### config.mk
export PLATFORM = sky130hd
export DESIGN_NAME = pipeline_run_ctrl
export DESIGN_NICKNAME = d
export VERILOG_FILES = /design/src/rtl/pipeline_run_ctrl.sv
export SDC_FILE = /design/constraint.sdc
export NUM_CORES = 1
export LEC_CHECK = 0
export CAP_MARGIN = 20
export CORE_ASPECT_RATIO = 0.75
export CORE_MARGIN = 5
export CORE_UTILIZATION = 45
export DETAILED_ROUTE_END_ITERATION = 16
export PLACE_DENSITY_LB_ADDON = 0.12
export SYNTH_ARGS = -nofsm -noshare
export SYNTH_HDL_FRONTEND = slang
export SYNTH_SLANG_ARGS = --single-unit
### constraint.sdc
create_clock -name i_clk -period 2.7 [get_ports i_clk]
set_input_delay 0.81 -clock i_clk [delete_from_list [all_inputs] [get_ports i_clk]]
set_output_delay 0.81 -clock i_clk [all_outputs]
set_load 0.01 [all_outputs]
### src/rtl/pipeline_run_ctrl.sv
// pipeline_run_ctrl
//   Run/step sequencer for the 5-stage pipeline. It takes CLEAR/RUN/STEP/HALT
//   commands from the debug unit and drives the shared pipeline_mode /
//   execute_instruct pair into every pipeline latch (IF_ID .. MEM_WB). It
//   detects program completion from the MEM_WB EOF flag, counts advance cycles
//   and executed steps, and stops a runaway continuous run with a watchdog.
//
//   state     | meaning
//   ----------+---------------------------------------------------------
//   IDLE      | latches frozen, waiting for RUN or STEP
//   CONT_RUN  | latches advance every cycle (continuous mode)
//   STEP_WAIT | stepwise mode, latches held until the next STEP
//   STEP_EXEC | single advance cycle in stepwise mode (lasts one cycle)
//   DONE      | program finished or watchdog fired; held until CLEAR
//
// Ports:
//   i_clk, i_reset         clock, synchronous active-high reset
//   i_cmd_valid, i_cmd     command strobe and opcode (00 CLEAR, 01 RUN,
//                          10 STEP, 11 HALT)
//   o_cmd_ready            command is taken when valid & ready
//   i_eof_wb               EOF flag at the MEM_WB latch output
//   o_pipeline_mode        00 frozen, 01 continuous, 11 stepwise
//   o_execute_instruct     one-cycle advance pulse in stepwise mode
//   o_running              high in CONT_RUN or STEP_EXEC
//   o_done                 one-cycle pulse on entry to DONE
//   o_timeout              sticky watchdog flag, cleared by CLEAR in DONE
//   o_cycle_count          latch-advance cycles since last CLEAR
//   o_step_count           STEP_EXEC cycles since last CLEAR
//   o_state                current state for debug readout

module pipeline_run_ctrl #(
    parameter int                  NB_COUNT   = 32,
    parameter logic [NB_COUNT-1:0] MAX_CYCLES = 32'hFFFF_FFFF
) (
    input  logic                i_clk,
    input  logic                i_reset,
    input  logic                i_cmd_valid,
    input  logic [1:0]          i_cmd,
    output logic                o_cmd_ready,
    input  logic                i_eof_wb,
    output logic [1:0]          o_pipeline_mode,
    output logic                o_execute_instruct,
    output logic                o_running,
    output logic                o_done,
    output logic                o_timeout,
    output logic [NB_COUNT-1:0] o_cycle_count,
    output logic [NB_COUNT-1:0] o_step_count,
    output logic [2:0]          o_state
);

    typedef enum logic [2:0] {
        IDLE      = 3'd0,
        CONT_RUN  = 3'd1,
        STEP_WAIT = 3'd2,
        STEP_EXEC = 3'd3,
        DONE      = 3'd4
    } state_t;

    localparam logic [1:0] CMD_CLEAR = 2'b00;
    localparam logic [1:0] CMD_RUN   = 2'b01;
    localparam logic [1:0] CMD_STEP  = 2'b10;
    localparam logic [1:0] CMD_HALT  = 2'b11;

    // Last cycle count value before the advance that reaches the limit.
    localparam logic [NB_COUNT-1:0] WD_LAST  = MAX_CYCLES - 1'b1;
    localparam logic [NB_COUNT-1:0] CNT_FULL = '1;

    state_t              state;
    logic [NB_COUNT-1:0] cycle_count;
    logic [NB_COUNT-1:0] step_count;
    logic                done;
    logic                timeout;
    logic                cmd_acc;

    assign o_cmd_ready = (state != STEP_EXEC);
    assign cmd_acc     = i_cmd_valid && o_cmd_ready;

    always_ff @(posedge i_clk) begin
        if (i_reset) begin
            state       <= IDLE;
            cycle_count <= '0;
            step_count  <= '0;
            done        <= 1'b0;
            timeout     <= 1'b0;
        end else begin
            done <= 1'b0;

            // Advance-cycle accounting; saturates rather than wrapping.
            if ((state == CONT_RUN || state == STEP_EXEC) && cycle_count != CNT_FULL)
                cycle_count <= cycle_count + 1'b1;
            if (state == STEP_EXEC && step_count != CNT_FULL)
                step_count <= step_count + 1'b1;

            case (state)
                IDLE: begin
                    if (cmd_acc) begin
                        case (i_cmd)
                            CMD_RUN:   state <= CONT_RUN;
                            CMD_STEP:  state <= STEP_EXEC;
                            CMD_CLEAR: begin
                                cycle_count <= '0;
                                step_count  <= '0;
                            end
                            default: ;
                        endcase
                    end
                end
                CONT_RUN: begin
                    // EOF wins over the watchdog, both win over commands.
                    if (i_eof_wb) begin
                        state <= DONE;
                        done  <= 1'b1;
                    end else if (cycle_count >= WD_LAST) begin
                        state   <= DONE;
                        done    <= 1'b1;
                        timeout <= 1'b1;
                    end else if (cmd_acc) begin
                        case (i_cmd)
                            CMD_HALT: state <= IDLE;
                            CMD_STEP: state <= STEP_WAIT;
                            default: ;
                        endcase
                    end
                end
                STEP_WAIT: begin
                    if (i_eof_wb) begin
                        state <= DONE;
                        done  <= 1'b1;
                    end else if (cmd_acc) begin
                        case (i_cmd)
                            CMD_STEP: state <= STEP_EXEC;
                            CMD_RUN:  state <= CONT_RUN;
                            CMD_HALT: state <= IDLE;
                            default: ;
                        endcase
                    end
                end
                STEP_EXEC: begin
                    if (i_eof_wb) begin
                        state <= DONE;
                        done  <= 1'b1;
                    end else begin
                        state <= STEP_WAIT;
                    end
                end
                DONE: begin
                    if (cmd_acc && i_cmd == CMD_CLEAR) begin
                        state       <= IDLE;
                        cycle_count <= '0;
                        step_count  <= '0;
                        timeout     <= 1'b0;
                    end
                end
                default: state <= IDLE;
            endcase
        end
    end

    always_comb begin
        o_pipeline_mode    = 2'b00;
        o_execute_instruct = 1'b0;
        case (state)
            CONT_RUN:  o_pipeline_mode = 2'b01;
            STEP_WAIT: o_pipeline_mode = 2'b11;
            STEP_EXEC: begin
                o_pipeline_mode    = 2'b11;
                o_execute_instruct = 1'b1;
            end
            default: ;
        endcase
    end

    assign o_running     = (state == CONT_RUN) || (state == STEP_EXEC);
    assign o_done        = done;
    assign o_timeout     = timeout;
    assign o_cycle_count = cycle_count;
    assign o_step_count  = step_count;
    assign o_state       = state;

endmodule

Word-level counts from Yosys, hierarchy flattened
Cells that the tools add are included.

Add/sub/neg operators: 2. Multiply operators: 0. Divide/modulo/power cells: 0. Magnitude comparators: 1. Eq/ne operators: 19. Shift-type cells: 0. Mux-type cells: 32. Bitwise logic cells: 0. Reductions and logical operators: 11.

Operators by type and width (count): $mux 32 (8); $pmux 32 s2 (2); $add 32x1->32 const B (2); $ne 32x32->1 const B (2); $ge 32x32->1 const B (1); $mux 3 (8); $pmux 3 s5 (1); $pmux 3 s2 (2); $ne 5x2->1 const B (2); $pmux 3 s3 (1); $mux 1 (7); $reduce_and 7->1 (1); $eq 3x2->1 const B (2); $ne 2x2->1 const B (3); $ne 3x3->1 const B (2); $eq 2x2->1 const B (2); $logic_and 1x1->1 (4); $ne 4x3->1 const B (1); $pmux 1 s2 (2); $pmux 2 s2 (1); $reduce_and 4->1 (1); $eq 3x1->1 const B (1); $eq 3x3->1 const B (1); $logic_not 3->1 (1); other kinds (7) (7).

Register bits: 69. Bits in latches: 0. Memory bits (writable): 0. Bits in read-only memories: 0. Input bits: 6. Output and inout port bits: 74. Word-level logic and storage cells: 70. Memories: 0.

Logic depth before layout (Yosys ltp)
Gate-level depths: netlist of the first run.

Depth after elaboration: 7. Depth in mapped cells: 7.

Worst setup path after synthesis of the first run
OpenSTA, ideal clock, no wires.

Kind: register to register. Start point: register cycle_count[11], in the netlist o_cycle_count[11]. End point: register cycle_count[2], in the netlist o_cycle_count[2]. Library setup time: 0.132 ns. Arrival time: 1.934 ns. Required time: 2.568 ns. Slack: 0.633 ns. Cell stages (with the launch flop): 7. Period minus slack after synthesis: 2.067 ns. Cell sequence: dfxtp_1 > nand4_1 > or4_4 > nor4_4 > buf_4 > or3_1 > a21oi_1.

Longest elaborated chain between the ends: 6. Elaborated cells between the ends (all ways): 7.

RTL lines: start, declared (line 69) `logic [NB_COUNT-1:0] cycle_count;`; start signal, assigned (line 90) `cycle_count <= cycle_count + 1'b1;`; $ne 32x32->1 (*) (line 89) `if ((state == CONT_RUN || state == STEP_EXEC) && cycle_count != CNT_FULL)`; $logic_and 1x1->1 (*) (line 89); $mux 32 (*) (line 89); $mux 32 (line 97) `case (i_cmd)`; $mux 32 (line 96) `if (cmd_acc) begin`; $pmux 32 s2 (*) (line 94) `case (state)`.

Every way passes the cells marked *; elsewhere a longest branch is shown, timed or not. A chain may end at the register's enable or synchronous reset.

Worst setup path in the final report of the first run
Start point: register state[1], in the netlist o_state[1]. End point: output o_pipeline_mode[0].

Longest elaborated chain between the ends: 3. Elaborated cells between the ends (all ways): 5.

RTL lines: start, declared (line 68) `state_t state;`; start signal, assigned (line 80) `state <= IDLE;`; start signal, assigned (line 98) `CMD_RUN: state <= CONT_RUN;`; start signal, assigned (line 99) `CMD_STEP: state <= STEP_EXEC;`; $eq 3x2->1 (line 162) `case (state)`; $reduce_or 2->1 (no source line); $pmux 2 s2 (*) (line 162); end, declared (line 41) `output logic [1:0] o_pipeline_mode,`.

Marks and branches as above.

==> results of run 1 <==
[flip-flops by register name, summed over array words and instances (netlist names)]
signal / flops
o_cycle_count: 32
o_done: 1
o_state: 3
o_step_count: 32
o_timeout: 1
[stage by stage]
stage / power, W / instance area [um2] / setup WS [ns] / hold slack (ns) / util [%]
6_report: 0.00191 / 4920 / 0.211 / 0.512 / 61.7
5_1_grt: 0.00199 / 4920 / 0.106 / 0.539 / 61.7
3_3_place_gp: 0.00121 / 4750 / 0.100 / 0.489 / 59.5
4_1_cts: 0.00192 / 4910 / 0.0537 / 0.511 / 61.5
3_5_place_dp: 0.00121 / 4750 / 0.0584 / 0.501 / 59.5
2_1_floorplan: 0.00113 / 3730 / 0.633 / 0.514 / -
[logic make-up (layout without fill, tap and decap cells)]
family | count (synthesis) | count (layout) | share of synthesized area (%)
AND/OR/NAND/NOR | 203 | 203 | 32.0
adder cells (fa/ha/maj) | 7 | 7 | 2.35
XOR/XNOR | 17 | 17 | 3.99
AO/OA/AOI/OAI | 118 | 118 | 19.6
buffers and inverters | 33 | 133 | 4.16
flip-flops | 69 | 69 | 37.0
multiplexers | 3 | 3 | 0.839
[Yosys cell counts (all sizes together), types with 2 or more instances]
cell / count / area, um2
dfxtp: 69 / 1380
a21oi: 44 / 220
nand2: 38 / 143
o21ai: 34 / 170
nor2: 32 / 120
or3: 29 / 181
nand4: 26 / 181
nand3: 23 / 115
or4: 18 / 146
xor2: 14 / 123
inv: 13 / 48.8
nor4: 11 / 133
clkbuf: 10 / 37.5
o211ai: 10 / 75.1
buf: 9 / 65.1
o31ai: 9 / 86.3
nor3: 8 / 45.0
ha: 7 / 87.6
and3: 6 / 37.5
a31oi: 4 / 25.0
o2111ai: 4 / 35.0
a31o: 3 / 26.3
nand2b: 3 / 18.8
xnor2: 3 / 26.3
and4: 2 / 17.5
mux2i: 2 / 20.0
nand3b: 2 / 18.8
o211a: 2 / 20.0
o31a: 2 / 17.5
[cell usage in the layout, fill, tap and decap left out, types with 4 or more instances in the layout]
cell type / synthesis / routed
nand4_1: 23 / 23
nor2_1: 32 / 32
clkdlybuf4s50_1: 0 / 79
a21oi_1: 44 / 44
inv_1: 13 / 13
nand3_1: 23 / 23
o31ai_1: 7 / 7
o2111ai_1: 4 / 4
o211ai_1: 10 / 10
xor2_1: 14 / 14
nor4_1: 5 / 5
nand2_1: 38 / 38
o21ai_0: 19 / 19
clkinv_2: 0 / 4
dfxtp_1: 69 / 67
or4_1: 15 / 15
o21ai_1: 15 / 15
buf_4: 1 / 22
nor3_1: 7 / 7
ha_1: 7 / 7
or3_1: 29 / 29
a31oi_1: 4 / 4
and3_1: 6 / 6
clkbuf_8: 0 / 9
[area by class of cell]
cell class / instances / area [um2]
fill: 726 / 3060
multi-input combinational: 348 / 2200
sequential: 69 / 1380
timing repair buffer: 103 / 996
clock buffer: 11 / 131
tap: 105 / 131
inverter: 14 / 52.6
clock inverter: 5 / 27.5
[per-layer routing]
metal  vias to the layer above  track usage, %
met5                         -               0
met2                       126            29.9
met3                        14            5.60
li1                       1898               -
met4                         0            5.86
met1                      1828            30.5
[worst register-to-register path, stage by stage, from the launching register on]
cell and delay (ns):
dfxtp_1 0.41, nand4_1 0.23, or4_4 0.59, nor4_4 0.49
buf_4 0.32, or4_1 0.15, a21oi_1 0.06
[what timing repair did]
| item | 4_1_cts | 5_1_grt |
|---|---|---|
| endpoints found under the setup margin | 0 | 2 |
| resized for setup | 0 | 3 |
| hold endpoints to repair | 0 | 0 |
[worst max-delay path by stage]
stage	startpoint	to	slack (ns)	depth (start not counted)
6_report	o_state[1]	o_pipeline_mode[0]	0.21	3
2_1_floorplan	o_cycle_count[11]	o_cycle_count[2]	0.63	6
3_5_place_dp	i_cmd[0]	o_cycle_count[13]	0.06	6
5_1_grt	o_state[1]	o_pipeline_mode[0]	0.11	3
4_1_cts	o_state[1]	o_execute_instruct	0.05	3
3_3_place_gp	i_cmd[0]	o_cycle_count[6]	0.10	6
[power by group through the flow]
| stage | clock [W] | combinational [W] | sequential (W) |
|---|---|---|---|
| 2_1_floorplan | 0 | 0.0000784 | 0.00106 |
| 3_3_place_gp | 0 | 0.000149 | 0.00106 |
| 3_5_place_dp | 0 | 0.000151 | 0.00106 |
| 4_1_cts | 0.000736 | 0.000152 | 0.00104 |
| 5_1_grt | 0.000784 | 0.000165 | 0.00104 |
| 6_report | 0.000715 | 0.000153 | 0.00104 |
==> metrics, run 1 <==
Synth Instances between 400 and 500; Worst R2R Start o_cycle_count[11]; H-tree level count 3; Clock Latency Late Sink about 0.35 ns; Nets 558; hold buffers post-CTS 0; core area 7990 um2; synthesized area per cell 8.29 um2; reg2reg setup slack between 0.3 and 0.4 ns; row cnt 28; sequential share of power a little over half; Tcrit/Tclk final 92.2%; Clock Tree Root clkbuf_8; die area 10,200 um2; Final Critical Period roughly 2.5 ns; setup violators final 0; Routed wire per std cell between 15 and 20 um; largest net degree at the start of global routing 33; Vias/cell approximately 5.9; reg2reg path depth 6; Post-Syn Area between 3000 and 4000 um2; Arr. time, crit path around 1.7 ns; YS warnings 0; # placed instances between 600 and 700; Worst VDD drop between 0.2 and 0.25 mV; CP max FO 10; clock-pin slew on the worst setup and hold paths approximately 0.07 ns; hold_sp o_step_count[23]; CP max stage delay 0.58 ns; hold path cells 2; DR WL met2 4370 um; Comb pwr share 8.0%; DRC violations left 0; CTS buffer count 9; worst path buffer plus inverter count 2; Int Pwr approximately 0.0014 W; initial antenna violation count 0; Final Hold Fails 0; die width between 100 and 150 um; Max Slew Vio Count 0; number of enable-type register cells in the synthesized netlist 0; Power Density between 300 and 400 nW/um2; Setup TNS 0 ns; Netlist cell types 55; maxcap violations 0; Post-Layout Cell Count about 660; outcome finished clean; Max-slew headroom 56.0%; Ports 80; sequential cell area fraction in the yosys report 37.0%; Post-DRT Antenna Nets 0; first-pass GRT wire length about 17,000 um; total track usage between 20% and 30%; dominant synthesized flop cell dfxtp_1; vias 3,866; Final Wtd Congestion ~0.90; Die Ht 88.8 um; Setup Fix Bufs, Post-CTS 0; Hold Crit Endpoint o_step_count[23]; Syn Nets roughly 460; reg2reg end o_cycle_count[15]; met3 wire length 806 um; CP Class flip-flop to output port; drt pass-1 iters 5; slowest cell on the critical path clkdlybuf4s50_1; CTS Buffer Depth 2; critical path data required time approximately 1.9 ns; Worst setup SP type flip-flop; PortBufs 79; clk_skew between 0.008 and 0.009 ns; Seq cells post-synth a little under 70; Top delay family on crit path buffers and inverters; Initial Util a little under half; M1 wire length 5100 um; vias in the first global route approximately 3,500; Post-DP HPWL around 7600 um; share of layout cells above drive strength 1 11.1%; CTS tree done; unrepaired setup endpoints after global routing no; Max Clk Rate about 400 MHz; Max Used Layer met4; Iter 0 DRT Violations 260; Slew @ Worst Pin 0.659 ns; Layout area overhead 32.0%; CTS Sinks 69; Setup crit end kind output port; Async S/R FF share, synth 0%; Sw Pwr 0.000484 W; CP Cell Sequence inv_1, a21oi_1, clkdlybuf4s50_1; Antenna diodes 0; Lkg Pwr roughly 1.7 nW; grt total ovfl 0; Switching Fraction roughly a quarter; final WL between 10,000 and 15,000 um; Clock Power Share a little under two fifths; Hold Path Class flip-flop to flip-flop
No activity file was read; power rests on OpenSTA's default activity.
==> inputs of run 2 (changes only) <==
SLEW_MARGIN = 20   (was unset)
==> results of run 2 <==
Final layout, timing and power as in run 1 (identical DEF).
==> inputs of run 3 (changes only) <==
SLEW_MARGIN = 15   (was 20)
==> results of run 3 <==
Final layout, timing and power as in run 1 (identical DEF).
